### src/rtl/serial_comp_ctrl.sv
// serial_comp_ctrl: bit-serial unsigned magnitude comparator sequencer.
// Captures two WIDTH-bit operands on start, compares MSB-first through a
// one-bit less/greater/equal chain and pulses done with registered results.
// Optional build macro: COMP_EARLY_EXIT_EN -- finish as soon as the first
// differing bit is seen instead of always walking all WIDTH bits.
module serial_comp_ctrl #(
  parameter int unsigned WIDTH = 16
) (
  input  logic             clk,
  input  logic             rst_n,
  input  logic             start,
  input  logic [WIDTH-1:0] a_in,
  input  logic [WIDTH-1:0] b_in,
  output logic             ready,
  output logic             done,
  output logic             less,
  output logic             greater,
  output logic             equal,
  output logic [15:0]      out
);

  localparam int unsigned CW = (WIDTH > 1) ? $clog2(WIDTH) : 1;
  localparam logic [CW-1:0] CNT_LOAD = CW'(WIDTH - 1);

  typedef enum logic [1:0] {
    S_IDLE = 2'd0,
    S_RUN  = 2'd1,
    S_DONE = 2'd2
  } state_t;

  state_t          r_state;
  state_t          w_state_nxt;

  logic [WIDTH-1:0] r_sa;
  logic [WIDTH-1:0] r_sb;
  logic             r_wl;
  logic             r_wg;
  logic             r_we;
  logic [CW-1:0]    r_cnt;
  logic             r_less;
  logic             r_greater;
  logic             r_equal;

  logic             w_load;
  logic             w_finish;
  logic             w_end;
  logic             w_a;
  logic             w_b;
  logic             w_wl_nxt;
  logic             w_wg_nxt;
  logic             w_we_nxt;

  // Current bit pair and the updated working flags for this edge
  assign w_a      = r_sa[WIDTH-1];
  assign w_b      = r_sb[WIDTH-1];
  assign w_wl_nxt = r_wl | (r_we & ~w_a &  w_b);
  assign w_wg_nxt = r_wg | (r_we &  w_a & ~w_b);
  assign w_we_nxt = r_we & ~(w_a ^ w_b);

`ifdef COMP_EARLY_EXIT_EN
  assign w_end = (r_cnt == '0) | w_wl_nxt | w_wg_nxt;
`else
  assign w_end = (r_cnt == '0);
`endif

  // State register
  always_ff @(posedge clk or negedge rst_n) begin
    if (!rst_n) r_state <= S_IDLE;
    else        r_state <= w_state_nxt;
  end

  // Next-state and control strobes
  always_comb begin
    w_state_nxt = r_state;
    w_load      = 1'b0;
    w_finish    = 1'b0;
    case (r_state)
      S_IDLE: begin
        if (start) begin
          w_load      = 1'b1;
          w_state_nxt = S_RUN;
        end
      end
      S_RUN: begin
        if (w_end) begin
          w_finish    = 1'b1;
          w_state_nxt = S_DONE;
        end
      end
      S_DONE:  w_state_nxt = S_IDLE;
      default: w_state_nxt = S_IDLE;
    endcase
  end

  // Shift registers, working flags and bit counter
  always_ff @(posedge clk or negedge rst_n) begin
    if (!rst_n) begin
      r_sa  <= '0;
      r_sb  <= '0;
      r_wl  <= 1'b0;
      r_wg  <= 1'b0;
      r_we  <= 1'b0;
      r_cnt <= '0;
    end else if (w_load) begin
      r_sa  <= a_in;
      r_sb  <= b_in;
      r_wl  <= 1'b0;
      r_wg  <= 1'b0;
      r_we  <= 1'b1;
      r_cnt <= CNT_LOAD;
    end else if (r_state == S_RUN) begin
      r_sa  <= {r_sa[WIDTH-2:0], 1'b0};
      r_sb  <= {r_sb[WIDTH-2:0], 1'b0};
      r_wl  <= w_wl_nxt;
      r_wg  <= w_wg_nxt;
      r_we  <= w_we_nxt;
      r_cnt <= r_cnt - CW'(1);
    end
  end

  // Result registers: load only on the edge entering DONE, hold otherwise
  always_ff @(posedge clk or negedge rst_n) begin
    if (!rst_n) begin
      r_less    <= 1'b0;
      r_greater <= 1'b0;
      r_equal   <= 1'b0;
    end else if (w_finish) begin
      r_less    <= w_wl_nxt;
      r_greater <= w_wg_nxt;
      r_equal   <= w_we_nxt;
    end
  end

  assign ready   = (r_state == S_IDLE);
  assign done    = (r_state == S_DONE);
  assign less    = r_less;
  assign greater = r_greater;
  assign equal   = r_equal;
  assign out     = {15'b0, r_less};

endmodule

### config.mk
export PLATFORM = sky130hd
export DESIGN_NAME = serial_comp_ctrl
export DESIGN_NICKNAME = d
export VERILOG_FILES = /design/src/rtl/serial_comp_ctrl.sv
export SDC_FILE = /design/constraint.sdc
export NUM_CORES = 1
export LEC_CHECK = 0
export CORE_MARGIN = 1
export CORE_UTILIZATION = 45
export DETAILED_ROUTE_END_ITERATION = 16
export PLACE_DENSITY = 0.76
export SYNTH_ARGS = -nofsm -noshare
export SYNTH_HDL_FRONTEND = slang
export SYNTH_SLANG_ARGS = --single-unit
### constraint.sdc
create_clock -name clk -period 1.7 [get_ports clk]
set_input_delay 0.34 -clock clk [delete_from_list [all_inputs] [get_ports clk]]
set_output_delay 0.34 -clock clk [all_outputs]
set_load 0.01 [all_outputs]
==> out/metrics.yaml <==
rsz0062_at_grt: "no"
synth.distinct_cells: 29
ys_ff_latch: 44
slowest_delay_ns: 0.54
placement.io_buffers: 40
cp-start-kind: "flop"
cts_hold_buffers: 0
fin_cells: 306
clock_sinks: 44
seq_area_um2: 1100
period_needed_ns: 1.54
slew_violations: 0
postSynthCellCount: 212
fmax_ghz: 0.648
grt_pass1_vias: 1483
multiInputGateArea_um2: 776
synth.cell_area_um2: 2020
ant_nets: 0
place_hpwl_um: 2610
cap_violations: 0
drt_pass1_iterations: 4
synth-seq-area-share: 0.545
n_fill_cell: 387
cts_buffers: 5
grt_overflow: 0
syn_to_final_growth_pct: 26.2
antenna_found_initial: 0
yosys_warnings: 0
root_buffer: "clkbuf_8"
cp_max_fo: 3
hold_path_class: "input port to async pin"
drc_errors: 0
die-area_um2: 4760
start_util: 0.467
status: "finished clean"
cp_slowest_cell: "clkdlybuf4s50_1"
grt_max_degree: 45
layout_common_cells: "nand2_1 (69), dfrtp_1 (43), clkdlybuf4s50_1 (37)"
grt_first_pass_wirelength_um: 6600
cp-end-kind: "output port"
clk_pin_slew_ns: 0.08
finClkSkew_ns: 0.00537
syn_area_per_cell_um2: 9.53
core_um2: 4320
avgRoutedWirePerCell_um: 12.7
cp.arrival_ns: 1.20
final-hold-violation-count: 0
h-tree-depth: 2
vdd_drop_max_uv: 672
crit_chain: "clkdlybuf4s50_1"
insertedDiodeCount: 0
layout_commonest_cell: "nand2_1"
path_delay_family: "buffers and inverters"
drt_iter0_drc: 140
clockBufferDepth: 2
cp.buffers_inverters: 1
path_class: "flop to output port"
drive_gt1_frac: 0.0827
dp.cells: 297
clk_latency_ns: 0.29
place.gp.congestion: 0.753
dieHeight_um: 69.0
placementRows: 24
tritoncts: "built"
vias: 1547
cp_data_required_time_ns: 1.36
power.leakage_uw: 0.00125
setup_violations: 0
powerDensity_nw_per_um2: 1450
ios: 56
period_share: 0.907
whs_ns: 0.00765
grt_use_total: 0.174
wirelength_um: 3890
die_w_um: 69.0
viasPerCell: 5.06
final_nets: 289
==> what timing repair did <==
item                                   in CTS  in global routing
setup buffers                               1                  0
gates resized for setup                     3                  0
endpoints found under the hold margin       0                  0
setup endpoints to repair                   2                  0
==> sequential cells by signal (all words and copies together), names as in the netlist <==
signal / cells
equal: 1
greater: 1
less: 1
r_cnt: 4
r_sa: 16
r_sb: 16
r_state: 2
r_we: 1
r_wg: 1
r_wl: 1
==> power breakdown <==
part           switching [uW]  internal [uW]  leakage [uW]  total (uW)
logic                     676            625      0.000644        1300
registers                 260           1470      0.000560        1730
clock network             330            331     0.0000455         661
total                    1270           2420       0.00125        3690
==> cells in the mapped netlist, drive strengths merged <==
cell | number | area [um2]
nor3b | 2 | 25.0
mux2i | 1 | 10.0
nor4 | 1 | 6.26
nor2b | 2 | 12.5
buf | 25 | 174
xnor2 | 1 | 8.76
and3 | 1 | 6.26
conb | 1 | 3.75
nor2 | 4 | 15.0
nand3 | 3 | 15.0
o211ai | 1 | 7.51
ha | 1 | 12.5
or3b | 1 | 8.76
inv | 5 | 18.8
a21bo | 1 | 10.0
dfrtp | 44 | 1100
o21ai | 3 | 15.0
nand2b | 1 | 6.26
nand2 | 69 | 259
clkbuf | 4 | 16.3
a31oi | 4 | 25.0
nand4 | 1 | 6.26
a21oi | 5 | 25.0
a22oi | 30 | 225
o21bai | 1 | 7.51
==> area by class of cell <==
cell class	instances	share of cell area
Clock buffer	8	0.0353
Inverter	5	0.00736
Multi-Input combinational cell	148	0.304
Sequential cell	44	0.432
Tap cell	52	0.0255
Timing Repair Buffer	49	0.195
==> cell families after synthesis <==
group                    share of synthesized area
AND/OR/NAND/NOR                              0.178
AO/OA/AOI/OAI                                0.156
flip-flops                                   0.545
buffers and inverters                        0.103
adder cells (fa/ha/maj)                    0.00619
other                                      0.00186
XOR/XNOR                                   0.00434
multiplexers                               0.00495
==> metal layers <==
layer / GRT usage / part of all wire / up-vias / wire (um)
met5: 0 / 0 / - / 0
met4: 0.0612 / 0.015 / 0 / 60
met3: 0.0439 / 0.036 / 6 / 139
met2: 0.282 / 0.49 / 39 / 1890
met1: 0.226 / 0.46 / 738 / 1800
li1: - / - / 764 / -
==> stage by stage <==
step           setup TNS [ns]  setup WS (ns)   util  cell area [um2]  power (uW)
2_1_floorplan               0          0.391      -             2070        2630
3_3_place_gp                0        0.00977  0.567             2450        2980
3_5_place_dp          -0.0804        -0.0417  0.567             2450        3050
4_1_cts                     0          0.138  0.590             2550        3730
5_1_grt                     0         0.0755  0.590             2550        3960
6_report                    0          0.158  0.590             2550        3690
==> path summary, 6_finish.rpt <==
| kind | slack [ns] | start | end | cells after the start |
|---|---|---|---|---|
| worst max-delay path | 0.16 | less$_DFFE_PN0P_ | less | 1 |
| worst min-delay path | 0.008 | rst_n | r_sa[0]$_DFFE_PN0P_ | 2 |
| worst max register to register | 0.20 | r_cnt[0]$_DFFE_PN0P_ | equal$_DFFE_PN0P_ | 5 |
| worst min register to register | 0.48 | equal$_DFFE_PN0P_ | equal$_DFFE_PN0P_ | 1 |
| max in group asynchronous | 1.47 | rst_n | r_state[0]$_DFFE_PN0P_ | 2 |
| min in group clk | 0.48 | equal$_DFFE_PN0P_ | equal$_DFFE_PN0P_ | 1 |
Note: power is estimated with default switching activity, not from simulation.
==> RTL edit 1 (same settings) <==
Change the parameter `WIDTH` from 16 to 32.
--- a/src/rtl/serial_comp_ctrl.sv
+++ b/src/rtl/serial_comp_ctrl.sv
@@ -5,5 +5,5 @@
 // differing bit is seen instead of always walking all WIDTH bits.
 module serial_comp_ctrl #(
-  parameter int unsigned WIDTH = 16
+  parameter int unsigned WIDTH = 32
 ) (
   input  logic             clk,
Interface: changed (resized a_in and b_in); port bits go from 56 to 88. The function was not compared with the original's and may differ.
==> RTL edit 1 against the unedited design <==
- synthesized cell count up 67%
- routed wire length rose by 87%
- utilization up 1.6 points
- setup slack worse by 0.088 ns
- largest cell class unchanged
- synthesized area rose by 69%
- sequential share of layout area up 0.45 points
- clock power is 86% higher
- hold slack gained 0.41 ns
- total power grew 62%
- global-route usage up 2.7 points
- final area rose by 73%
- sequential cell count grew 33
==> RTL edit 1: results (changes against the unedited design) <==
status:
  status: "finished clean"
clock_network:
  cts_buffer_depth: 2  # unchanged
  htreeDepth: 3  # +1
  cts_inserted_buffers: 9  # +4
  clk_pin_slew_worst_paths_ns: 0.08  # about the same
  clk_latency_ns: 0.35  # +0.06 ns
placed_design:
  portBuffers: 72  # +80%
  pre_cts_ws_ns: -0.0193  # +0.0224 ns
  dpl.cell_count: 511  # +72%
  placed_area_um2: 4210  # +71%
  hpwl_um: 4860  # +86%
  gp_congestion: 0.741  # -1.6%
synthesis:
  synthTopCellsByCount: "133 x nand2_1, 77 x dfrtp_1, 62 x a22oi_1, 22 x buf_4, 10 x buf_2"
  synth_cell_type_count: 30  # +3.4%
  async_reset_ff_share_pct: 100  # unchanged
  synth-main-ff-cell: "dfrtp_1"
  synth_cells: 354  # +67%
  synth_area_leaders: "dfrtp_1 56%, nand2_1 15%, a22oi_1 14%"
  ys_warn_count: 0  # unchanged
  ys_seq_area_share_pct: 56.3  # +1.9 points
detailed_routing:
  avgViaCountPerCell: 5.20  # +2.9%
  firstDrtPassIters: 5  # +1
  drtIter0Drc: 149  # +6.4%
  wirelength_um: 7280  # +87%
worst_setup_path:
  cpMaxStageDelayCell: "clkdlybuf4s50_1"
  cp_max_fo: 3  # unchanged
  reg2reg_from: "r_cnt[0]$_DFFE_PN0P_"
  r2r_end: "equal$_DFFE_PN0P_"
  cp_top_family: "buffers and inverters"
  critPathMaxStageDelay_ns: 0.55
  arrival_ns: 1.29  # +0.09 ns
  reg2reg_depth: 5  # unchanged
timing:
  setup_viol: 0  # unchanged
  whs_ns: 0.416  # +0.408 ns
  skew_ns: 0.00719  # +0.00182 ns
final_layout:
  fin_cells: 531  # +74%
  drive_gt1_share_pct: 8.33  # +0.066 points
  diodes: 0  # unchanged
  fillers: 658  # +70%
  reg_top3: "r_sa x32, r_sb x32, r_cnt x5"
  nNetsFinal: 495  # +71%
global_routing:
  grt_pass1_vias: 2730  # +84%
  grt_max_degree: 63  # +40%
  grt_pass1_wl_um: 12200  # +84%
  gr-usage-all-layers_pct: 20.1  # +2.7 points
  grt.overflow.total: 0  # unchanged
power_and_ir_drop:
  peakVddDrop_mv: 0.641  # -4.5%
  powerDensity_nw_per_um2: 1350  # -6.7%
  power_leakage_nw: 2.14  # +71%
min_path:
  hp-class: "primary input to async pin"
[RTL edit 1: logic make-up (layout without fill, tap and decap cells)]
family,count (synthesis),in the layout,synth area share (%)
AOI/OAI and AO/OA,78,78,16.6
xor gates and xnor gates,1,1,0.256
adders and majority gates,1,1,0.366
buffers and inverters,45,109,7.94
DFF,77,77,56.3
muxes,1,1,0.293
other,1,15,0.110
and+or+nand+nor,150,150,18.1
[RTL edit 1: timing repair]
action | 4_1_cts | 5_1_grt
endpoints found under the hold margin | 19 | 0
setup buffers | 1 | 2
hold buffers | 1 | 0
pin swaps | 0 | 0
cloned | 0 | 0
endpoints found under the setup margin | 2 | 1
gates resized for setup | 3 | 0
[RTL edit 1: worst max path at each step]
stage	start	end	slack, ns	cells past startpoint
3_3_place_gp	start	r_wl$_DFFE_PN0P_	0.003	4
2_1_floorplan	r_cnt[0]$_DFFE_PN0P_	equal$_DFFE_PN0P_	0.32	5
3_5_place_dp	start	r_wl$_DFFE_PN0P_	-0.02	4
4_1_cts	less$_DFFE_PN0P_	less	0.04	1
5_1_grt	less$_DFFE_PN0P_	out[0]	0.03	1
6_report	less$_DFFE_PN0P_	less	0.07	1
[RTL edit 1: report_power, final]
part / switching, mW / internal, mW
clock network: 0.661 / 0.570
logic: 0.889 / 0.872
registers: 0.437 / 2.53
[RTL edit 1: area by class of cell]
class,instances,share of cell area (%)
Timing Repair Buffer,87,19.7
Clock buffer,11,3.20
Inverter,6,0.510
Clock inverter,5,0.822
Multi-Input combinational cell,246,29.3
Tap cell,99,2.81
Sequential cell,77,43.7
[RTL edit 1: metal layers]
layer / wire length [um] / vias to the layer above / global-route usage [%]
met5: 0 / - / 0
met4: 119 / 0 / 7.79
met2: 3460 / 70 / 33.2
met3: 330 / 13 / 3.79
li1: - / 1324 / -
met1: 3370 / 1356 / 26.5
==> RTL edit 2 (same settings) <==
Without the edit above. Make the reset (`rst_n`) synchronous in 3 clocked blocks.
--- a/src/rtl/serial_comp_ctrl.sv
+++ b/src/rtl/serial_comp_ctrl.sv
@@ -65,5 +65,5 @@
 
   // State register
-  always_ff @(posedge clk or negedge rst_n) begin
+  always_ff @(posedge clk) begin
     if (!rst_n) r_state <= S_IDLE;
     else        r_state <= w_state_nxt;
@@ -94,5 +94,5 @@
 
   // Shift registers, working flags and bit counter
-  always_ff @(posedge clk or negedge rst_n) begin
+  always_ff @(posedge clk) begin
     if (!rst_n) begin
       r_sa  <= '0;
@@ -120,5 +120,5 @@
 
   // Result registers: load only on the edge entering DONE, hold otherwise
-  always_ff @(posedge clk or negedge rst_n) begin
+  always_ff @(posedge clk) begin
     if (!rst_n) begin
       r_less    <= 1'b0;
Behaviour: differs if rst_n is asserted again (counterexample within 4 cycles, from zero or initial values and one cycle with rst_n low); with rst_n held inactive, the same outputs for 10 cycles.
==> RTL edit 2 against the unedited design <==
- via count rose by 32%
- setup slack got worse by 0.058 ns
- routed wire length up 25%
- sequential cell count unchanged
- synthesized area grew 15%
- final area increased by 12%
Power is not compared: it rests on default switching activity, and its combinational part moved more than twofold at a synthesized area within 25%.
==> RTL edit 2: results (changes against the unedited design) <==
final_layout:
  clk_share_pct: 3.30  # -0.23 points
  nClkBuffers: 7  # -1
  multi_input_gates: 182  # +23%
  fillers: 438  # +13%
  nNetsFinal: 337  # +17%
  buffer_area_share_pct: 20.2  # +0.66 points
  n_all_inverters: 8  # +3
  multiInputGateArea_um2: 1180  # +52%
  nNonClkBuffers: 60  # +22%
  diodes: 0  # unchanged
  seq_area_share_pct: 31.0  # -12 points
  drive_gt1_share_pct: 11.3  # +3.0 points
detailed_routing:
  wirelength_um: 4860  # +25%
  wire_per_inst_um: 13.2  # +3.7%
  drtIter0Drc: 140  # unchanged
  via_count: 2047  # +32%
synthesis:
  synth_area_leaders: "dfxtp_1 38%, o221ai_1 11%, or3b_1 9.1%"
  synth-compound-area-share_pct: 31.6  # +16 points
  async_reset_ff_share_pct: 0  # -100 points
  ys_seq_area_share_pct: 38.0  # -16 points
  synthAdderAreaFrac_pct: 0.540  # -0.079 points
  synth_cells: 261  # +23%
  synthTopCellsByCount: "44 x dfxtp_1, 38 x a21oi_1, 30 x o221ai_1, 24 x o21ai_1, 24 x or3b_1"
  netlist.area_leader.share_pct: 38.0  # -16 points
  synthMuxAreaShare_pct: 0.432  # -0.063 points
  synth-xor-area-share_pct: 0.378  # -0.055 points
clock_network:
  cts_resized: 1  # -2
  postCtsSetupRepairBufs: 0  # -1
status:
  status: "finished clean"
worst_setup_path:
  ff2ff_setup_slack_ns: 0.29  # +0.09 ns
  endpoint: "ready"
  reg2reg_from: "r_state[1]$_SDFFE_PN0P_"
  r2r_end: "r_sb[5]$_SDFFE_PN0P_"
  cp-startpoint: "r_state[0]$_SDFFE_PN0P_"
global_routing:
  grt_pass1_vias: 1892  # +28%
  gr-usage-all-layers_pct: 19.5  # +2.2 points
  grt_pass1_wl_um: 8220  # +24%
timing:
  whs_ns: 0.499  # +0.491 ns
placed_design:
  dpl.cell_count: 361  # +22%
  gp_congestion: 0.747  # -0.84%
  hpwl_um: 3210  # +23%
==> RTL edit 2: cell types whose count changed in the layout (fill, tap and decap cells not counted), sizes merged, moves of 5 or more <==
cell,unedited run,this run
o21ai,3,31
dfxtp,0,44
dfrtp,44,0
a22oi,30,0
or3b,1,27
nand2,69,3
a211oi,0,5
a21oi,5,38
o221ai,0,30
buf,10,20
==> RTL edit 2: routing by layer <==
metal,global-route usage [%],vias to the layer above,wire length (um)
met5,0,-,0
met4,9.62,0,93
met3,3.43,9,216
met2,32.4,66,2270
met1,24.4,939,2270
li1,-,1033,-
==> RTL edit 2: metrics by stage <==
step,power (mW),utilization (%),TNS (ns),setup slack (ns),area (um2)
6_report,2.45,58.7,0,0.0991,2850
5_1_grt,2.59,58.7,0,0.0355,2850
4_1_cts,2.47,58.7,0,0.0882,2850
3_5_place_dp,1.79,56.8,-1.75,-0.0904,2750
3_3_place_gp,1.78,56.8,-0.375,-0.0298,2750
2_1_floorplan,1.62,-,0,0.520,2370
